File: src/rtl/rf_write_arbiter.sv
// Register-file write-port arbiter: two buffered writeback sources (ALU, load),
// age-aware round-robin grant, $zero discard and a pending-write hazard vector.
module rf_write_arbiter #(
  parameter int DW = 16,
  parameter int AW = 4
) (
  input  logic             clk,
  input  logic             rst_n,
  input  logic             alu_valid,
  output logic             alu_ready,
  input  logic [AW-1:0]    alu_addr,
  input  logic [DW-1:0]    alu_data,
  input  logic             mem_valid,
  output logic             mem_ready,
  input  logic [AW-1:0]    mem_addr,
  input  logic [DW-1:0]    mem_data,
  output logic             rf_load,
  output logic [AW-1:0]    rf_caddr,
  output logic [DW-1:0]    rf_c,
  output logic [2**AW-1:0] pending,
  output logic [7:0]       drop_cnt
);

  logic          alu_full_q, alu_full_d;
  logic [AW-1:0] alu_addr_q, alu_addr_d;
  logic [DW-1:0] alu_data_q, alu_data_d;
  logic          mem_full_q, mem_full_d;
  logic [AW-1:0] mem_addr_q, mem_addr_d;
  logic [DW-1:0] mem_data_q, mem_data_d;
  logic          mem_older_q, mem_older_d;
  logic          last_grant_q, last_grant_d;  // 1 = mem was granted last
  logic          rf_load_q, rf_load_d;
  logic [AW-1:0] rf_caddr_q, rf_caddr_d;
  logic [DW-1:0] rf_c_q, rf_c_d;
  logic [7:0]    drop_cnt_q, drop_cnt_d;

  logic gnt_alu, gnt_mem, alu_xfer, mem_xfer;
  logic [AW-1:0] win_addr;
  logic [DW-1:0] win_data;
  logic [2**AW-1:0] pending_v;

  // Same-address contention goes to the older entry so the younger write lands last.
  always_comb begin
    gnt_alu = 1'b0;
    gnt_mem = 1'b0;
    if (alu_full_q && mem_full_q) begin
      if (alu_addr_q == mem_addr_q) begin
        gnt_mem = mem_older_q;
        gnt_alu = !mem_older_q;
      end else begin
        gnt_mem = !last_grant_q;
        gnt_alu = last_grant_q;
      end
    end else begin
      gnt_alu = alu_full_q;
      gnt_mem = mem_full_q;
    end
  end

  assign alu_ready = !alu_full_q || gnt_alu;
  assign mem_ready = !mem_full_q || gnt_mem;
  assign alu_xfer  = alu_valid && alu_ready;
  assign mem_xfer  = mem_valid && mem_ready;
  assign win_addr  = gnt_mem ? mem_addr_q : alu_addr_q;
  assign win_data  = gnt_mem ? mem_data_q : alu_data_q;

  always_comb begin
    alu_full_d   = alu_full_q && !gnt_alu;
    alu_addr_d   = alu_addr_q;
    alu_data_d   = alu_data_q;
    mem_full_d   = mem_full_q && !gnt_mem;
    mem_addr_d   = mem_addr_q;
    mem_data_d   = mem_data_q;
    mem_older_d  = mem_older_q;
    last_grant_d = last_grant_q;
    rf_load_d    = 1'b0;
    rf_caddr_d   = rf_caddr_q;
    rf_c_d       = rf_c_q;
    drop_cnt_d   = drop_cnt_q;
    if (alu_xfer) begin
      alu_full_d = 1'b1;
      alu_addr_d = alu_addr;
      alu_data_d = alu_data;
    end
    if (mem_xfer) begin
      mem_full_d = 1'b1;
      mem_addr_d = mem_addr;
      mem_data_d = mem_data;
    end
    // Age only matters when both end up full; a simultaneous fill counts mem as older.
    if (mem_xfer && (alu_xfer || (alu_full_q && !gnt_alu)))
      mem_older_d = 1'b1;
    else if (alu_xfer && mem_full_q && !gnt_mem)
      mem_older_d = 1'b0;
    if (gnt_alu || gnt_mem) begin
      last_grant_d = gnt_mem;
      rf_caddr_d   = win_addr;
      rf_c_d       = win_data;
      rf_load_d    = (win_addr != '0);
      if (win_addr == '0 && drop_cnt_q != 8'hFF)
        drop_cnt_d = drop_cnt_q + 8'd1;
    end
  end

  always_ff @(posedge clk or negedge rst_n) begin
    if (!rst_n) begin
      alu_full_q   <= 1'b0;
      alu_addr_q   <= '0;
      alu_data_q   <= '0;
      mem_full_q   <= 1'b0;
      mem_addr_q   <= '0;
      mem_data_q   <= '0;
      mem_older_q  <= 1'b0;
      last_grant_q <= 1'b0;
      rf_load_q    <= 1'b0;
      rf_caddr_q   <= '0;
      rf_c_q       <= '0;
      drop_cnt_q   <= 8'd0;
    end else begin
      alu_full_q   <= alu_full_d;
      alu_addr_q   <= alu_addr_d;
      alu_data_q   <= alu_data_d;
      mem_full_q   <= mem_full_d;
      mem_addr_q   <= mem_addr_d;
      mem_data_q   <= mem_data_d;
      mem_older_q  <= mem_older_d;
      last_grant_q <= last_grant_d;
      rf_load_q    <= rf_load_d;
      rf_caddr_q   <= rf_caddr_d;
      rf_c_q       <= rf_c_d;
      drop_cnt_q   <= drop_cnt_d;
    end
  end

  always_comb begin
    pending_v = '0;
    if (alu_full_q) pending_v[alu_addr_q] = 1'b1;
    if (mem_full_q) pending_v[mem_addr_q] = 1'b1;
    if (rf_load_q)  pending_v[rf_caddr_q] = 1'b1;
    pending_v[0] = 1'b0;
  end

  assign pending  = pending_v;
  assign rf_load  = rf_load_q;
  assign rf_caddr = rf_caddr_q;
  assign rf_c     = rf_c_q;
  assign drop_cnt = drop_cnt_q;

endmodule

File: config.mk
export PLATFORM = sky130hd
export DESIGN_NAME = rf_write_arbiter
export DESIGN_NICKNAME = d
export VERILOG_FILES = /design/src/rtl/rf_write_arbiter.sv
export SDC_FILE = /design/constraint.sdc
export NUM_CORES = 1
export LEC_CHECK = 0
export ABC_AREA = 1
export ABC_CLOCK_PERIOD_IN_PS = 5500
export CAP_MARGIN = 20
export CORE_MARGIN = 2
export CORE_UTILIZATION = 41
export CTS_CLUSTER_DIAMETER = 120
export CTS_CLUSTER_SIZE = 14
export DETAILED_ROUTE_END_ITERATION = 8
export HOLD_SLACK_MARGIN = 0.12
export PLACE_DENSITY = 0.73
export REMOVE_ABC_BUFFERS = 1
export SYNTH_ARGS = -nofsm -noshare
export SYNTH_HDL_FRONTEND = slang
export SYNTH_SLANG_ARGS = --single-unit
export TNS_END_PERCENT = 5
File: constraint.sdc
create_clock -name clk -period 5.5 [get_ports clk]
set_input_delay 1.1 -clock clk [delete_from_list [all_inputs] [get_ports clk]]
set_output_delay 1.1 -clock clk [all_outputs]
set_load 0.01 [all_outputs]
==> impl_metrics.json, run 1 <==
{
  "antenna_found_initial": 0,
  "finalHoldViolations": 0,
  "maxCapViolCount": 0,
  "worstHoldEndpoint": "mem_data_q[13]",
  "ant_nets": 0,
  "max_slew_margin_pct": 30.6,
  "synth_seq_cells": 73,
  "fill_cells": 853,
  "grt_pass1_wl_um": 15600,
  "ios": 91,
  "portBuffers": 89,
  "post-route-util_pct": 55.5,
  "viasPerCell": 5.02,
  "setup_viol": 0,
  "rr_startpoint": "mem_full_q",
  "grt_pass1_vias": 3216,
  "start_util_pct": 42.5,
  "clock_latency_ns": 0.35,
  "fin_worst_skew_ns": 0.0105,
  "grt_setup_unrepaired": "false",
  "arrival_ns": 2.25,
  "die_w_um": 99.6,
  "drcViolationCount": 0,
  "nets": 601,
  "hpwlAfterDp_um": 6660,
  "worst-setup-path-type": "flop to output pin",
  "grt_usage_pct": 19.8,
  "firstDrtPassIters": 4,
  "start_kind": "flop",
  "hp-class": "flop to flop",
  "clockBufferDepth": 2,
  "critPathCaptureType": "output pin",
  "ir_drop_mv": 0.203,
  "yosys_warnings": 0,
  "cts_resized": 0,
  "crit_path_cell_trace": "inv_1 > nor3_1 > nand2_1 > nand3_1 > clkdlybuf4s50_1",
  "diodes": 0,
  "syn_inst": 472,
  "core_region_area_um2": 8810,
  "path_delay_family": "flip-flops",
  "die_area_um2": 9920,
  "powerDensity_nw_per_um2": 470,
  "tightest_slew_ns": 1.04,
  "fmax_mhz": 298,
  "cts_max_level": 3,
  "whs_path_depth": 2,
  "post_drt_wl_per_cell_um": 13.9,
  "cts.sinks": 73,
  "drtIter0Drc": 174,
  "slowest_delay_ns": 0.66,
  "grt_overflow": 0,
  "numCtsBuffers": 9,
  "synth_area_um2": 3750,
  "cts_post_setup_buffers_inserted": 0,
  "status": "completed",
  "yosysSeqAreaShare_pct": 48.8,
  "ys_types": 28,
  "area_growth_syn_to_layout_pct": 30.4,
  "timing.final.crit_share_pct": 61.0,
  "vias": 3356,
  "reg2reg_depth": 6,
  "path_max_fanout": 16,
  "total_leakage_power_nw": 2.34,
  "crit_buf_inv": 2,
  "min-delay-start": "mem_data_q[13]",
  "wirelength_um": 9280,
  "rows": 34,
  "rrSetupSlack_ns": 2.62,
  "cts.clk_slew.worst_paths_ns": 0.08,
  "slowest_stage": "dfrtp_1",
  "cts_tree": "done",
  "crit_required_ns": 4.40,
  "worst_r2r_endpoint": "rf_c[2]",
  "cts_root_buf": "clkbuf_8",
  "place_congestion": 0.922,
  "grt_start_max_net_pins": 74,
  "slew_viol_final": 0,
  "cts_hold_buffers": 0,
  "fin_setup_tns_ns": 0,
  "drive_gt1_share_pct": 9.98,
  "die_height_um": 99.6,
  "syn_avg_cell_area_um2": 7.94,
  "final.min_clock_period_ns": 3.35
}
==> how the worst max path moves through the flow <==
stage | end | depth (start not counted) | slack (ns) | start
global placement | pending[11] | 5 | 2.54 | mem_full_q
CTS | pending[14] | 5 | 2.15 | mem_full_q
global route | pending[9] | 5 | 1.94 | mem_full_q
detailed placement | pending[10] | 5 | 2.53 | mem_full_q
finish | pending[10] | 5 | 2.15 | mem_full_q
floorplan | rf_c[0] | 6 | 3.16 | mem_full_q
==> area by class of cell <==
| type | instances | area [um^2] | share of cell area [%] |
|---|---|---|---|
| multi-input cells | 339 | 1670 | 34.2 |
| clock buffers | 10 | 128 | 2.61 |
| inverters | 43 | 161 | 3.31 |
| well taps | 108 | 135 | 2.77 |
| flip-flops and latches | 73 | 1830 | 37.4 |
| clock inverters | 6 | 67.6 | 1.38 |
| repair buffers | 90 | 893 | 18.3 |
==> state kept, by name, indices dropped and copies added, names as in the netlist <==
register / flops
mem_full_q: 1
last_grant_q: 1
alu_full_q: 1
mem_addr_q: 4
mem_older_q: 1
rf_c: 16
alu_addr_q: 4
drop_cnt: 8
rf_load: 1
alu_data_q: 16
mem_data_q: 16
rf_caddr: 4
==> through the flow <==
| stage | instances | power, mW | worst slack [ns] | instance area (um^2) | hold WS, ns |
|---|---|---|---|---|---|
| global route | 669 | 2.47 | 1.94 | 4880 | 0.497 |
| floorplan | 455 | 1.41 | 3.16 | 3660 | 0.444 |
| CTS | 669 | 2.32 | 2.15 | 4880 | 0.480 |
| finish | 669 | 2.29 | 2.15 | 4880 | 0.474 |
| global placement | 653 | 1.87 | 2.54 | 4690 | 0.456 |
| detailed placement | 653 | 1.89 | 2.53 | 4690 | 0.460 |
==> worst min-delay path: stages, from the launching register on <==
cell     delay (ns)
dfrtp_1        0.34
nand2_1        0.05
nand2_1        0.05
==> cell usage after synthesis <==
master / n / area share (%)
clkbuf_1: 8 / 0.80
nand4_4: 1 / 0.57
mux2_2: 16 / 4.8
inv_2: 3 / 0.30
a21oi_1: 4 / 0.53
o211ai_1: 1 / 0.20
nand3_1: 28 / 3.7
nor2_8: 1 / 0.53
inv_1: 40 / 4.0
o21ai_0: 42 / 5.6
conb_1: 1 / 0.10
nor2_4: 2 / 0.60
nor2_2: 2 / 0.33
xnor2_1: 2 / 0.47
nor2_1: 52 / 5.2
nand4_1: 8 / 1.3
nand2_2: 9 / 1.5
buf_6: 1 / 0.30
buf_2: 5 / 0.67
xor2_1: 4 / 0.94
nor3_1: 10 / 1.3
ha_1: 1 / 0.33
nand3_2: 4 / 1.1
buf_4: 3 / 0.60
and3_1: 1 / 0.17
a32oi_1: 1 / 0.23
nand2_1: 149 / 15
dfrtp_1: 73 / 49
==> report_power, final <==
group	total, mW	internal (mW)	switching (mW)
clock network	0.414	0.211	0.203
logic	1.01	0.455	0.554
registers	0.870	0.719	0.151
==> cell usage in the layout, fill, tap and decap left out, types with 3 or more instances in the layout <==
master           Yosys  final
nand2_1            149    149
clkdlybuf4s50_1      0     88
dfrtp_1             73     73
nor2_1              52     51
o21ai_0             42     42
inv_1               40     40
nand3_1             28     28
mux2_2              16     16
nor3_1              10     10
nand2_2              9      9
clkbuf_8             0      9
nand4_1              8      8
nand3_2              4      4
xor2_1               4      4
a21oi_1              4      4
inv_2                3      3
nor2_2               2      3
==> cell families after synthesis <==
| family | share of synthesized area (%) |
|---|---|
| xor gates and xnor gates | 1.40 |
| other | 0.100 |
| buffers and inverters | 6.68 |
| AOI/OAI and AO/OA | 6.58 |
| DFF | 48.8 |
| and+or+nand+nor | 31.3 |
| adders and majority gates | 0.334 |
| muxes | 4.81 |
==> metal layers <==
| layer | track usage [%] | vias up | part of all wire, % |
|---|---|---|---|
| met2 | 30.4 | 133 | 45 |
| li1 | - | 1663 | - |
| met4 | 6.22 | 0 | 1.4 |
| met3 | 5.41 | 11 | 7.5 |
| met1 | 27.3 | 1549 | 46 |
| met5 | 0 | - | 0 |
Power figures use the tool's default switching activity.
==> inputs of run 2 (changes only) <==
Settings changed: ABC_CLOCK_PERIOD_IN_PS 5500 to 3140.
Clock period 5.5 ns to 3.14 ns, I/O delays scaled along.
==> run 2 against run 1 <==
Net effect: via count grew 0.86%; clock skew rose by 0.0041 ns; hold slack worse by 0.15 ns; power up 79%.
==> impl_metrics.json, run 2 (same netlist as run 1, synthesis figures left out) <==
{
  "status": "completed",
  "grt_start_max_net_pins": 45,
  "slowest_stage": "dfrtp_1",
  "power_mw": 4.10,
  "firstDrtPassIters": 4,
  "fill_cells": 782,
  "total_leakage_power_nw": 2.38,
  "grt_pass1_vias": 3140,
  "finalHoldViolations": 0,
  "place_congestion": 0.980,
  "grt_usage_pct": 19.1,
  "fmax_mhz": 345,
  "slew_viol_final": 0,
  "cts_post_setup_buffers_inserted": 0,
  "final_cell_mix": "nand2_1, clkdlybuf4s50_1, dfrtp_1",
  "cts_tree": "done",
  "crit_required_ns": 2.51,
  "hold_slack_ns": 0.320,
  "max_slew_margin_pct": 54.0,
  "crit_path_cell_trace": "inv_1 > nor3_1 > nand2_1 > nand3_1 > clkdlybuf4s50_1",
  "grt_pass1_wl_um": 15000,
  "die_area_um2": 9920,
  "drtIter0Drc": 130,
  "drive_gt1_share_pct": 10.5,
  "start_util_pct": 42.5,
  "ir_drop_mv": 0.382,
  "final.min_clock_period_ns": 2.90,
  "setup_slack_ns": 0.241,
  "cts_resized": 0,
  "post_drt_wl_per_cell_um": 13.8,
  "layout.cells.non_filler": 671,
  "ios": 91,
  "worst-setup-path-type": "flop to output pin",
  "reg2reg_depth": 14,
  "hp-class": "primary input to asynchronous set/reset pin",
  "portBuffers": 89,
  "clockBufferDepth": 2,
  "cts_root_buf": "clkbuf_8",
  "wirelength_um": 9280,
  "dp_cells": 656,
  "critPathLaunch": "mem_full_q",
  "antenna_found_initial": 0,
  "diodes": 0,
  "grt_overflow": 0,
  "ant_nets": 0,
  "dp_slack_ns": 0.648,
  "cts_max_level": 3,
  "fin_setup_tns_ns": 0,
  "nets": 604,
  "crit_cells": 5,
  "critPathCaptureType": "output pin",
  "placed_cell_area_um2": 4720,
  "start_kind": "flop",
  "grt_setup_unrepaired": "false",
  "cts.clk_slew.worst_paths_ns": 0.08,
  "vias": 3385,
  "core_region_area_um2": 8810,
  "path_max_fanout": 16,
  "hpwlAfterDp_um": 6610,
  "arrival_ns": 2.27,
  "cts.sinks": 73,
  "numCtsBuffers": 9,
  "rr_startpoint": "alu_addr_q[2]",
  "die_height_um": 99.6,
  "timing.final.crit_share_pct": 92.3,
  "viasPerCell": 5.04,
  "rows": 34,
  "clock_latency_ns": 0.34,
  "path_delay_family": "flip-flops",
  "tightest_slew_ns": 0.690,
  "setup_viol": 0,
  "post-route-util_pct": 56.1,
  "drcViolationCount": 0,
  "crit_buf_inv": 2,
  "area_growth_syn_to_layout_pct": 31.9,
  "maxCapViolCount": 0,
  "powerDensity_nw_per_um2": 829,
  "die_w_um": 99.6,
  "mostFrequentLayoutCell": "nand2_1",
  "slowest_delay_ns": 0.67,
  "cts_hold_buffers": 0,
  "final_cell_area_um2": 4940,
  "fin_worst_skew_ns": 0.0147
}
run 2: changes by cell type in the layout (fill, tap and decap cells not counted):
cell        change
buf_4           +2
clkinv_4        -1
buf_12          +1
clkbuf_8        +1
clkbuf_1        -1
clkinv_2        +1
bufinv_16       +1
clkinvlp_4      -2
run 2: cell type report:
| class | instances | area (um^2) | area share (%) |
|---|---|---|---|
| sequential | 73 | 1830 | 37.0 |
| multi-input combinational | 339 | 1670 | 33.8 |
| timing repair buffer | 93 | 928 | 18.8 |
| inverter | 43 | 161 | 3.27 |
| clock buffer | 10 | 138 | 2.79 |
| tap | 108 | 135 | 2.74 |
| clock inverter | 5 | 78.8 | 1.60 |
run 2: power by group:
part	switching (mW)	leakage [nW]	internal, mW	total (mW)
clock	0.345	0.113	0.465	0.810
sequential	0.258	0.870	1.26	1.52
combinational	0.962	1.40	0.805	1.77
total	1.57	2.38	2.53	4.10
run 2: worst reg2reg max path: stages, from the launching register on:
cell and delay, ns:
dfrtp_1 0.43, inv_1 0.15, nand2_1 0.08, nand2_1 0.05, nor2_2 0.15, nand2_2 0.08, nand2_2 0.06, nand3_2 0.21
nand2_2 0.52, nand2_1 0.10, nand2_1 0.12, nand2_2 0.09, nor2_8 0.17, nand4_1 0.10, nand2_1 0.09
run 2: per-layer routing:
metal  wire length, um  vias to the layer above  global-route usage, %
met2              4240                      119                   30.1
li1                  -                     1672                      -
met5                 0                        -                      0
met1              4260                     1583                   25.6
met3               677                       11                   5.83
met4               103                        0                   5.37
run 2: path summary, 6_finish.rpt:
check | slack [ns] | end
max | 0.24 | pending[10]
min | 0.32 | alu_data_q[6]
max reg2reg | 0.67 | drop_cnt[7]
min reg2reg | 0.48 | mem_data_q[11]
max in group asynchronous | 2.13 | alu_data_q[0]
min in group clk | 0.48 | mem_data_q[11]
==> RTL change 1: new RTL, settings of run 2 <==
Reset style: synchronous (`rst_n`), changed in one clocked block.
--- a/src/rtl/rf_write_arbiter.sv
+++ b/src/rtl/rf_write_arbiter.sv
@@ -103,5 +103,5 @@
   end
 
-  always_ff @(posedge clk or negedge rst_n) begin
+  always_ff @(posedge clk) begin
     if (!rst_n) begin
       alu_full_q   <= 1'b0;
Formal check against the unedited RTL: differs if rst_n is asserted again (counterexample within 4 cycles, from zero or initial values and one cycle with rst_n low); with rst_n held inactive, the same outputs for 4 cycles.
==> RTL change 1 against run 2 <==
  * Non-clock buffer count unchanged
  * Fmax up 0.86%
  * Synthesized area shrank 7.4%
  * Critical path depth stayed put
  * First-iteration DRC count increased by 47%
  * Sequential cell count unchanged
  * Utilization fell by 0.26 points
  * Design area shrank 7.1%
  * Die area decreased by 7.1%
  * Setup slack better by 0.025 ns
  * Register-to-register slack gained 0.14 ns
  * Cell count up 4.5%
  * Routed wire length down 0.85%
  * Critical path type unchanged
  * Critical endpoint is now pending[14]
  * Largest cell class is now multi-input gates
  * Highest routed layer unchanged
Power is not compared: it rests on default switching activity, and its combinational part moved more than twofold at a synthesized area within 25%.
==> RTL change 1: results (changes against run 2) <==
| Metric | Value |
|---|---|
| Status | `finished, final reports clean` |
| Pleak | `1.89 nW` |
| Adder and majority gate portion of the synthesized area | `0.361% (+0.027 points)` |
| Worst Hold Class | `flop to flop` |
| FF-to-FF Start | `mem_addr_q[3]$_SDFFE_PN0P_` |
| Drt total wl | `9.20 mm (-0.85%)` |
| Vias in the first global route | `3366 (+7.2%)` |
| Yosys Warn Count | `0 (unchanged)` |
| Predominant post-synthesis flop cell | `dfxtp_1` |
| Fmax | `348 MHz (+0.86%)` |
| Area share of xor/xnor cells in the synthesized design | `0.253% (-1.2 points)` |
| TritonCTS Buffers | `9 (unchanged)` |
| WP data arrival | `2.25 ns (-0.02 ns)` |
| CTS Buffer Depth | `2 (unchanged)` |
| Post-DP HPWL | `6.60 mm (-0.12%)` |
| Placer Congestion | `0.960 (-2.0%)` |
| Drt initial violations | `191 (+47%)` |
| First-pass DRT Iterations | `4 (unchanged)` |
| Crit path from | `mem_full_q$_SDFF_PN0_` |
| Register area share after synthesis | `42.2% (-6.6 points)` |
| Worst Path Max Fanout | `14 (-2)` |
| Final nets | `636 (+5.3%)` |
| # Post-CTS Setup Buffers | `0 (unchanged)` |
| Worst Hold Launch | `alu_data_q[13]$_SDFFE_PN0P_` |
| Place WS | `0.677 ns (+0.0293 ns)` |
| Yosys cell types | `28 (unchanged)` |
| Post-CTS sizing | `0 (unchanged)` |
| FF-to-FF End | `drop_cnt[3]$_SDFFE_PN0P_` |
| Global-route wire length before repair | `15.1 mm (+0.46%)` |
| Worst slew pin tran | `0.727 ns (+0.0369 ns)` |
| Hold depth | `2` |
| Largest net degree at the start of global routing | `69 (+53%)` |
| Port bufs | `89 (unchanged)` |
| Synth area leaders | `dfxtp_1 42%, nand2_1 11%, o21ai_0 9.2%` |
| Post-route clock skew | `0.0124 ns (-0.00233 ns)` |
| Switching pwr | `0.643 mW` |
| Root Driver | `clkbuf_8` |
| CP max stage delay | `0.65 ns (-0.02 ns)` |
| Post-synth ARST share | `0% (-100 points)` |
| CP max stage cell | `dfxtp_1` |
| Reg2Reg Depth | `15 (+1)` |
| GRT Util Overall | `20.7% (+1.6 points)` |
| Reg2Reg Setup Slack | `0.81 ns (+0.14 ns)` |
| Post-synthesis mux area share | `0% (-4.8 points)` |
| Complex-gate fraction of the synthesized area | `15.5% (+8.9 points)` |
| Top post-synthesis cells by count | `104 x nand2_1, 73 x dfxtp_1, 71 x nor2_1` |
| VDD IR max | `0.000263 V` |
| # diodes | `0 (unchanged)` |
| Layout cells sized above 1 | `7.21% (-3.3 points)` |
| Reg clk slew, reported paths | `0.08 ns (about the same)` |
| Hold Path End | `alu_data_q[13]$_SDFFE_PN0P_` |
| DR vias/cell | `5.04 (about the same)` |
-- RTL change 1: cell type report --
class | count | area [sq um]
multi-input cells | 364 | 1710
well taps | 105 | 131
inverters | 50 | 188
fillers | 804 | 3630
clock inverters | 7 | 53.8
flip-flops and latches | 73 | 1460
clock buffers | 9 | 124
repair buffers | 93 | 916
-- RTL change 1: worst max path at each step --
stage,to,depth (start not counted)
final,pending[14],5
after global routing,pending[9],5
after CTS,pending[13],5
after detailed placement,pending[13],5
after global placement,pending[9],5
after floorplan,rf_caddr[0]$_SDFFE_PN0P_,4
-- RTL change 1: worst max-delay path, delay by kind of cell (launching register included) --
family	cells	cell delay, ns
and+or+nand+nor	3	0.60
DFF	1	0.65
buffers and inverters	2	0.66
-- RTL change 1: metrics by stage --
| stage | total power, mW | instances | hold WS [ns] | cell area [sq um] |
|---|---|---|---|---|
| 2_1_floorplan | 1.28 | 487 | 0.429 | 3360 |
| 3_3_place_gp | 1.46 | 685 | 0.439 | 4410 |
| 3_5_place_dp | 1.47 | 685 | 0.447 | 4410 |
| 4_1_cts | 2.12 | 701 | 0.460 | 4590 |
| 5_1_grt | 2.22 | 701 | 0.475 | 4590 |
| 6_report | 2.11 | 701 | 0.457 | 4590 |
-- RTL change 1: cells by family after synthesis --
group           after synthesis
compound gates              105
xor+xnor                      1
fa+ha+maj                     1
buf+inv                      74
flops                        73
other cells                   1
simple gates                256
-- RTL change 1: layer usage --
metal / vias to the layer above / wire, um / global-route usage (%)
met1: 1582 / 4250 / 26.3
met3: 13 / 519 / 3.29
met2: 117 / 4340 / 35.7
met4: 0 / 94 / 7.02
met5: - / 0 / 0
li1: 1822 / - / -
-- RTL change 1: power by group through the flow --
stage          Combinational [mW]  Clock [mW]  Sequential, mW
6_report                    0.408       0.658            1.04
5_1_grt                     0.454       0.715            1.05
4_1_cts                     0.410       0.671            1.04
3_5_place_dp                0.408           0            1.06
3_3_place_gp                0.400           0            1.06
2_1_floorplan               0.212           0            1.06
==> RTL change 2: new RTL, settings of run 2 <==
Made on the original files. Change the parameter `DW` from 16 to 14.
--- a/src/rtl/rf_write_arbiter.sv
+++ b/src/rtl/rf_write_arbiter.sv
@@ -2,5 +2,5 @@
 // age-aware round-robin grant, $zero discard and a pending-write hazard vector.
 module rf_write_arbiter #(
-  parameter int DW = 16,
+  parameter int DW = 14,
   parameter int AW = 4
 ) (
Ports: changed (resized alu_data, mem_data and rf_c); port bits go from 91 to 85. No check against the original RTL was run, so the function may have changed too.
==> RTL change 2 against run 2 <==
  * Via count is 6.4% lower
  * Die area is 6.7% lower
  * Routed wire length is 6.9% lower
  * Critical path type unchanged
  * Clock skew is 0.0073 ns lower
  * Synthesized area is 7.0% lower
  * Register-to-register slack better by 0.10 ns
  * Synthesized cell count is 5.7% lower
  * Setup slack better by 0.0080 ns
  * Global-route usage is 1.7 points higher
  * Design area is 6.3% lower
  * Total power is 5.7% lower
  * Cell count is 4.6% lower
  * Sequential cell count is 6 lower
  * Highest routed layer unchanged
==> RTL change 2: results (changes against run 2) <==
| Metric | Value |
|---|---|
| Worst slew pin tran | `0.857 ns (+0.167 ns)` |
| Reg2Reg Setup Slack | `0.77 ns (+0.10 ns)` |
| Placed inst area | `4400 sq um (-6.8%)` |
| Yosys Warn Count | `0 (unchanged)` |
| Clock latency on the worst-skew pair | `0.34 ns (about the same)` |
| CP max stage delay | `0.70 ns (+0.03 ns)` |
| Placer Congestion | `0.905 (-7.7%)` |
| Hold Path End | `mem_data_q[5]$_DFFE_PN0P_` |
| PD cells | `834 nW/um^2 (+0.62%)` |
| VDD IR max | `0.000362 V (-5.4%)` |
| Global-route wire length before repair | `14.7 mm (-2.4%)` |
| DR vias/cell | `4.95 (-1.9%)` |
| Top post-synthesis cells by count | `140 x nand2_1, 67 x dfrtp_1, 47 x nor2_1` |
| Post-route clock skew | `0.00736 ns (-0.00732 ns)` |
| Status | `finished, final reports clean` |
| Worst Hold Class | `flop to flop` |
| Crit path from | `mem_full_q$_DFF_PN0_` |
| Port bufs | `83 (-6.7%)` |
| Register area share after synthesis | `48.1% (-0.63 points)` |
| WP data arrival | `2.26 ns` |
| Post-CTS sizing | `0 (unchanged)` |
| TritonCTS Buffers | `9 (unchanged)` |
| Layout cells sized above 1 | `8.41% (-2.1 points)` |
| CTS Buffer Depth | `2 (unchanged)` |
| # diodes | `0 (unchanged)` |
| Final nets | `571 (-5.5%)` |
| Largest net degree at the start of global routing | `36 (-20%)` |
| Pleak | `2.22 nW (-6.9%)` |
| Worst Path Max Fanout | `19 (+3)` |
| Place WS | `0.615 ns (-0.0337 ns)` |
| Post-DP HPWL | `6.25 mm (-5.5%)` |
| Mapped Cells | `445 (-5.7%)` |
| Vias | `3167 (-6.4%)` |
| Root Driver | `clkbuf_8` |
| FF-to-FF End | `drop_cnt[3]$_DFFE_PN0P_` |
| Hold depth | `2` |
| Yosys cell types | `31 (+11%)` |
| FF-to-FF Start | `mem_addr_q[2]$_DFFE_PN0P_` |
| Delay-heaviest family, CP | `flip-flops` |
| Post-CTS Hold Buffers | `1 (+1)` |
| Predominant post-synthesis flop cell | `dfrtp_1` |
| Reg clk slew, reported paths | `0.07 ns` |
| Synth area leaders | `dfrtp_1 48%, nand2_1 15%, nor2_1 5.1%` |
| Wire length per cell | `13.5 um (-2.4%)` |
| WHS | `0.477 ns (+0.157 ns)` |
| Reg2Reg Depth | `14 (unchanged)` |
| First-pass DRT Iterations | `5 (+1)` |
| GRT Util Overall | `20.8% (+1.7 points)` |
| CP max stage cell | `dfrtp_1` |
| # Post-CTS Setup Buffers | `0 (unchanged)` |
| Post-synth ARST share | `100% (unchanged)` |
| Vias in the first global route | `3130 (-0.32%)` |
| Placed Cells incl. Taps | `623 (-5.0%)` |
| Drt initial violations | `140 (+7.7%)` |
-- RTL change 2: worst max-delay path by stage --
stage	to	cells after the start	slack, ns
6_report	pending[8]	5	0.25
5_1_grt	pending[8]	5	0.03
4_1_cts	pending[15]	5	0.24
3_5_place_dp	pending[15]	5	0.61
3_3_place_gp	pending[12]	5	0.66
2_1_floorplan	rf_c[10]$_DFFE_PN0P_	6	0.58
-- RTL change 2: layout make-up --
class / count / area [sq um]
Fill cell: 745 / 3590
Sequential cell: 67 / 1680
Multi-Input combinational cell: 318 / 1560
Timing Repair Buffer: 90 / 881
Inverter: 44 / 165
Clock buffer: 12 / 145
Tap cell: 105 / 131
Clock inverter: 4 / 73.8
-- RTL change 2: worst reg2reg max path, delay by kind of cell, from the launching register on --
kind          cells  cell delay (ns)
buf+inv           1             0.10
flops             1             0.44
simple gates     13             1.77
-- RTL change 2: routing by layer --
layer	wire length, um	GRT usage (%)	up-vias	part of all wire (%)
met5	0	0	-	0
met1	3870	26.9	1452	45
met4	122	7.86	0	1.4
met3	617	5.79	13	7.1
li1	-	-	1593	-
met2	4020	33.3	109	47
-- RTL change 2: cell families after synthesis --
group | after synthesis | synth area share, %
DFF | 67 | 48.1
buffers and inverters | 60 | 7.22
AOI/OAI and AO/OA | 46 | 6.97
adders and majority gates | 1 | 0.359
and+or+nand+nor | 251 | 31.4
xor gates and xnor gates | 5 | 1.26
other | 1 | 0.108
muxes | 14 | 4.53
-- RTL change 2: where the power goes --
group | switching (mW) | internal, mW
clock | 0.323 | 0.470
combinational | 0.926 | 0.752
sequential | 0.238 | 1.16
total | 1.49 | 2.38
